### config.mk
export PLATFORM = sky130hd
export DESIGN_NAME = frac_reduce_ctrl
export DESIGN_NICKNAME = d
export VERILOG_FILES = /design/src/rtl/frac_reduce_pkg.sv /design/src/rtl/frac_reduce_pulse_rise.sv /design/src/rtl/frac_reduce_ctrl.sv
export SDC_FILE = /design/constraint.sdc
export NUM_CORES = 1
export LEC_CHECK = 0
export ABC_AREA = 1
export BUFFER_PORTS_ARGS = -buffer_cell sky130_fd_sc_hd__buf_2
export CORE_AREA = 2 2 147 92
export DETAILED_ROUTE_END_ITERATION = 12
export DIE_AREA = 0 0 149 94
export PLACE_DENSITY = 0.49
export SLEW_MARGIN = 0
export SYNTH_ARGS = -nofsm -noshare
export SYNTH_HDL_FRONTEND = slang
export SYNTH_SLANG_ARGS = --single-unit
### constraint.sdc
create_clock -name clk -period 2 [get_ports clk]
set_clock_uncertainty 0.15 [all_clocks]
set_input_delay 0.2 -clock clk [delete_from_list [all_inputs] [get_ports clk]]
set_output_delay 0.2 -clock clk [all_outputs]
set_load 0.005 [all_outputs]
### src/rtl/frac_reduce_pkg.sv
// Shared types and constants for the fraction-reduction controller.
package frac_reduce_pkg;

  localparam int W_DEFAULT = 4;
  localparam int CYC_W     = 8;

  typedef enum logic [1:0] {
    ST_IDLE = 2'd0,
    ST_GCD  = 2'd1,
    ST_DIV  = 2'd2,
    ST_DONE = 2'd3
  } state_e;

  function automatic logic [CYC_W-1:0] sat_inc8(input logic [CYC_W-1:0] v);
    if (v == 8'hFF) begin
      return 8'hFF;
    end else begin
      return v + 8'd1;
    end
  endfunction

endpackage

### src/rtl/frac_reduce_pulse_rise.sv
// Rising-edge detector; a level held high through reset must fall before it can fire.
module pulse_rise (
  input  logic clk,
  input  logic rst,
  input  logic level_in,
  output logic pulse_out
);

  // low_q means "previous sample was low"; cleared by reset so a held level is not an edge
  logic low_q;

  // History register
  always_ff @(posedge clk) begin
    if (rst) begin
      low_q <= 1'b0;
    end else begin
      low_q <= ~level_in;
    end
  end

  assign pulse_out = level_in & low_q;

endmodule

### src/rtl/frac_reduce_ctrl.sv
// Reduces a/b to lowest terms via subtractive GCD then repeated-subtraction division.
// Optional macro FRAC_REDUCE_CYCLE_CNT_EN adds cyc_out, the busy-cycle count of the last operation.
module frac_reduce_ctrl
  import frac_reduce_pkg::*;
#(
  parameter int unsigned W = W_DEFAULT
) (
  input  logic         clk,
  input  logic         rst,
  input  logic         start_in,
  input  logic         abort_in,
  input  logic [W-1:0] a_in,
  input  logic [W-1:0] b_in,
  output logic         busy,
  output logic         done,
  output logic         err,
  output logic [W-1:0] gcd_out,
  output logic [W-1:0] num_out,
  output logic [W-1:0] den_out
`ifdef FRAC_REDUCE_CYCLE_CNT_EN
  ,
  output logic [7:0]   cyc_out
`endif
);

  localparam logic [W-1:0] ZERO_W = {W{1'b0}};
  localparam logic [W-1:0] ONE_W  = {{(W-1){1'b0}}, 1'b1};

  state_e state_q, state_d;
  logic [W-1:0] x_q, x_d, y_q, y_d;
  logic [W-1:0] ra_q, ra_d, rb_q, rb_d;
  logic [W-1:0] g_q, g_d, qa_q, qa_d, qb_q, qb_d;
  logic [W-1:0] gcd_q, gcd_d, num_q, num_d, den_q, den_d;
  logic         busy_q, busy_d, done_q, done_d, err_q, err_d;
  logic         start_pulse_s;

  pulse_rise u_start_edge (
    .clk       (clk),
    .rst       (rst),
    .level_in  (start_in),
    .pulse_out (start_pulse_s)
  );

  // Next-state and datapath updates
  always_comb begin
    state_d = state_q;
    x_d     = x_q;
    y_d     = y_q;
    ra_d    = ra_q;
    rb_d    = rb_q;
    g_d     = g_q;
    qa_d    = qa_q;
    qb_d    = qb_q;
    gcd_d   = gcd_q;
    num_d   = num_q;
    den_d   = den_q;
    busy_d  = busy_q;
    done_d  = 1'b0;
    err_d   = err_q;
    case (state_q)
      ST_IDLE: begin
        // abort in the same cycle as the edge swallows the start
        if (start_pulse_s && !abort_in) begin
          x_d     = a_in;
          y_d     = b_in;
          ra_d    = a_in;
          rb_d    = b_in;
          g_d     = ZERO_W;
          qa_d    = ZERO_W;
          qb_d    = ZERO_W;
          err_d   = 1'b0;
          busy_d  = 1'b1;
          state_d = ST_GCD;
        end else begin
          busy_d  = 1'b0;
        end
      end
      ST_GCD: begin
        if (abort_in) begin
          busy_d  = 1'b0;
          state_d = ST_IDLE;
        end else if ((x_q == ZERO_W) || (y_q == ZERO_W)) begin
          err_d   = 1'b1;
          gcd_d   = ZERO_W;
          num_d   = ZERO_W;
          den_d   = ZERO_W;
          busy_d  = 1'b0;
          done_d  = 1'b1;
          state_d = ST_DONE;
        end else if (x_q > y_q) begin
          x_d = x_q - y_q;
        end else if (y_q > x_q) begin
          y_d = y_q - x_q;
        end else begin
          g_d     = x_q;
          state_d = ST_DIV;
        end
      end
      ST_DIV: begin
        if (abort_in) begin
          busy_d  = 1'b0;
          state_d = ST_IDLE;
        end else if ((ra_q == ZERO_W) && (rb_q == ZERO_W)) begin
          gcd_d   = g_q;
          num_d   = qa_q;
          den_d   = qb_q;
          busy_d  = 1'b0;
          done_d  = 1'b1;
          state_d = ST_DONE;
        end else begin
          if ((ra_q != ZERO_W) && (ra_q >= g_q)) begin
            ra_d = ra_q - g_q;
            qa_d = qa_q + ONE_W;
          end else begin
            ra_d = ra_q;
          end
          if ((rb_q != ZERO_W) && (rb_q >= g_q)) begin
            rb_d = rb_q - g_q;
            qb_d = qb_q + ONE_W;
          end else begin
            rb_d = rb_q;
          end
        end
      end
      ST_DONE: begin
        busy_d  = 1'b0;
        state_d = ST_IDLE;
      end
      default: begin
        busy_d  = 1'b0;
        state_d = ST_IDLE;
      end
    endcase
  end

  // State and datapath registers
  always_ff @(posedge clk) begin
    if (rst) begin
      state_q <= ST_IDLE;
      x_q     <= ZERO_W;
      y_q     <= ZERO_W;
      ra_q    <= ZERO_W;
      rb_q    <= ZERO_W;
      g_q     <= ZERO_W;
      qa_q    <= ZERO_W;
      qb_q    <= ZERO_W;
      gcd_q   <= ZERO_W;
      num_q   <= ZERO_W;
      den_q   <= ZERO_W;
      busy_q  <= 1'b0;
      done_q  <= 1'b0;
      err_q   <= 1'b0;
    end else begin
      state_q <= state_d;
      x_q     <= x_d;
      y_q     <= y_d;
      ra_q    <= ra_d;
      rb_q    <= rb_d;
      g_q     <= g_d;
      qa_q    <= qa_d;
      qb_q    <= qb_d;
      gcd_q   <= gcd_d;
      num_q   <= num_d;
      den_q   <= den_d;
      busy_q  <= busy_d;
      done_q  <= done_d;
      err_q   <= err_d;
    end
  end

  assign busy    = busy_q;
  assign done    = done_q;
  assign err     = err_q;
  assign gcd_out = gcd_q;
  assign num_out = num_q;
  assign den_out = den_q;

`ifdef FRAC_REDUCE_CYCLE_CNT_EN
  logic [7:0] cnt_q, cnt_d, cyc_q, cyc_d;
  logic       running_s, leaving_s;

  assign running_s = (state_q == ST_GCD) || (state_q == ST_DIV);
  assign leaving_s = running_s && ((state_d == ST_DONE) || (state_d == ST_IDLE));

  // Busy-cycle counter; snapshot taken as the operation completes or aborts
  always_comb begin
    cnt_d = cnt_q;
    cyc_d = cyc_q;
    if ((state_q == ST_IDLE) && (state_d == ST_GCD)) begin
      cnt_d = 8'd0;
    end else if (running_s) begin
      cnt_d = sat_inc8(cnt_q);
    end else begin
      cnt_d = cnt_q;
    end
    if (leaving_s) begin
      cyc_d = sat_inc8(cnt_q);
    end else begin
      cyc_d = cyc_q;
    end
  end

  // Counter registers
  always_ff @(posedge clk) begin
    if (rst) begin
      cnt_q <= 8'd0;
      cyc_q <= 8'd0;
    end else begin
      cnt_q <= cnt_d;
      cyc_q <= cyc_d;
    end
  end

  assign cyc_out = cyc_q;
`endif

endmodule

==> flow_summary.json <==
{
  "yosysTopAreaCellShare": 0.297,
  "place_hpwl_um": 6770,
  "synth-seq-area-share": 0.297,
  "clk_path_buf_depth": 2,
  "p_leak_nw": 1.88,
  "grt_usage": 0.134,
  "drt_first_pass_iters": 5,
  "dpl_worst_slack_ns": -0.102,
  "synth_cell_type_count": 34,
  "gp_congestion": 0.833,
  "numCtsBuffers": 5,
  "use_met3": 0.0282,
  "cts_tree": "yes",
  "core_area_sq_mm": 0.0126,
  "run_status": "finished, final reports clean",
  "n_antenna_cell": 0,
  "first_iter_violations": 167,
  "insertion_delay_ns": 0.30,
  "drive_gt1_frac": 0.247,
  "rsz0062_at_grt": "yes",
  "critPathMaxStageDelay_ns": 0.37,
  "syn-cell-area_sq_mm": 0.00310,
  "post-route-min-period_ns": 1.94,
  "grt_max_degree": 25,
  "whs_ns": 0.0748,
  "final_common_cell": "nand2_1",
  "hold_class": "in -> reg",
  "fin_ws_ns": 0.0623,
  "fin_nets": 564,
  "grt_use_met2": 0.186,
  "vias_per_cell": 4.39,
  "peakVddDrop_v": 0.000470,
  "wl_per_cell_um": 13.1,
  "routed_wl_um": 9160,
  "fp.dieH_um": 94,
  "num_vias": 3057,
  "fmax_mhz": 516,
  "ys_top_cells_by_area": "dfxtp_1, nand2_1, nor2_1",
  "r2r-start": "x_q[0]$_SDFFE_PP0P_",
  "drcViolationCount": 0,
  "grt.overflow.total": 0,
  "syn_nets": 514,
  "power_density_mw_per_mm2": 1730,
  "initial_core_util": 0.247,
  "drv_slew": 0,
  "grt.busiest_layer": "met1",
  "path_buf_inv": 3,
  "die_area_sq_mm": 0.0140,
  "hold_viol": 0,
  "cpLargestDelayFamily": "adder cells",
  "end_kind": "register",
  "htree_levels": 2,
  "avgSynthCellArea_sq_um": 6.52,
  "use_met1": 0.209,
  "reg2reg_depth": 10,
  "worstPathRequired_ns": 2.08,
  "synthCells": 476,
  "hp-start": "rst",
  "rows": 32,
  "setup_viol": 0,
  "crit_path_cell_trace": "inv_2 > ha_4 > inv_2 > fa_2 > nand3_2 > nand3_4 > o21ai_4 > buf_4 > nand3_1 > a21oi_1",
  "critPathKind": "reg -> reg",
  "grt_pass1_vias": 2895,
  "fin_crit_sh": 0.969,
  "ys_ff_latch": 46,
  "area_growth_pct": 31.4,
  "slowest_stage": "fa_2",
  "port-buffer-count": 26,
  "holdPathEnd": "u_start_edge.low_q$_SDFF_PP0_",
  "clk_transition_reported_paths_ns": 0.07,
  "ys_warn_count": 0,
  "whs_path_depth": 2,
  "start_kind": "register",
  "die_w_um": 149,
  "synth_top_cell_by_area": "dfxtp_1",
  "slew-limit-headroom": 0.672,
  "maxCapViolCount": 0,
  "most-common-layout-cells": "nand2_1, nor2_1, dfxtp_1",
  "io_pins": 27,
  "reg2reg_slack_ns": 0.06,
  "worst_slew_pin_slew_ns": 0.492,
  "root_buffer": "clkbuf_16",
  "cp.arrival_ns": 2.02,
  "postRouteAntennaNets": 0,
  "clock-sinks": 46,
  "path_max_fanout": 4,
  "timing.setup.tns_ns": 0,
  "r2r_end": "y_q[2]$_SDFFE_PP0P_",
  "path_common_cell": "inv_2",
  "grt_pass1_wl_um": 14800,
  "antenna_found_initial": 0
}
==> worst reg2reg max path: stages (launching register included) <==
cell and delay, ns:
dfxtp_4 0.36, inv_2 0.06, ha_4 0.12, inv_2 0.04
fa_2 0.37, nand3_2 0.10, nand3_4 0.12, o21ai_4 0.21
buf_4 0.14, nand3_1 0.07, a21oi_1 0.14
==> per-layer routing <==
| metal | up-vias | wire length, um |
|---|---|---|
| li1 | 1612 | - |
| met1 | 1379 | 4920 |
| met2 | 58 | 3540 |
| met3 | 8 | 626 |
| met4 | 0 | 71 |
| met5 | - | 0 |
==> Yosys cell counts (all sizes together) <==
| library cell | number |
|---|---|
| nand2 | 135 |
| nor2 | 84 |
| inv | 48 |
| dfxtp | 46 |
| nand3 | 45 |
| a21oi | 30 |
| ha | 22 |
| o21ai | 21 |
| buf | 13 |
| clkbuf | 6 |
| o211ai | 6 |
| fa | 4 |
| or2 | 4 |
| xnor2 | 4 |
| xor2 | 2 |
| a211oi | 1 |
| a21o | 1 |
| clkinv | 1 |
| nand4 | 1 |
| nor3b | 1 |
| o22ai | 1 |
==> power breakdown <==
group | total, mW | switching (mW) | internal [mW]
registers | 1.37 | 0.202 | 1.17
clock network | 0.991 | 0.401 | 0.590
logic | 4.71 | 2.82 | 1.89
total | 7.07 | 3.42 | 3.65
==> repair_timing <==
item | CTS | global route
hold endpoints to repair | 1 | 0
endpoints found under the setup margin | 15 | 31
hold buffers | 1 | 0
pin swaps | 2 | 21
setup buffers | 0 | 4
gates resized for setup | 8 | 56
gates cloned | 0 | 1
==> cell families after synthesis <==
group	count (synthesis)	share of synthesized area
compound gates	60	0.110
xor+xnor	6	0.0169
fa+ha+maj	26	0.114
buf+inv	68	0.0915
flops	46	0.297
simple gates	270	0.371
==> worst max path at each step <==
stage	from	end	slack [ns]	depth (start not counted)
2_1_floorplan	x_q[0]$_SDFFE_PP0P_	g_q[0]$_SDFFE_PP0P_	0.08	12
3_3_place_gp	y_q[0]$_SDFFE_PP0P_	g_q[0]$_SDFFE_PP0P_	-0.02	11
6_report	x_q[0]$_SDFFE_PP0P_	y_q[2]$_SDFFE_PP0P_	0.06	10
5_1_grt	x_q[0]$_SDFFE_PP0P_	g_q[1]$_SDFFE_PP0P_	-0.07	12
3_5_place_dp	y_q[0]$_SDFFE_PP0P_	g_q[0]$_SDFFE_PP0P_	-0.10	11
4_1_cts	y_q[0]$_SDFFE_PP0P_	state_q[1]$_SDFFE_PP0P_	0.004	13
==> final cells by class <==
cell class                 count  area (sq um)
clock buffer                   5           125
tap                          170           213
inverter                      49           189
fill                        1381          8490
sequential                    46           930
timing repair buffer          61           440
multi-input combinational    363          2140
clock inverter                 3          45.0
==> through the flow <==
step / cells / power, mW / instance area (sq um) / utilization
floorplan: 476 / 3.98 / 3100 / -
global placement: 683 / 5.16 / 3600 / 0.286
detailed placement: 683 / 5.18 / 3600 / 0.286
CTS: 692 / 6.28 / 3800 / 0.303
global route: 697 / 7.75 / 4080 / 0.324
finish: 697 / 7.07 / 4080 / 0.324
No activity file was read; power rests on OpenSTA's default activity.
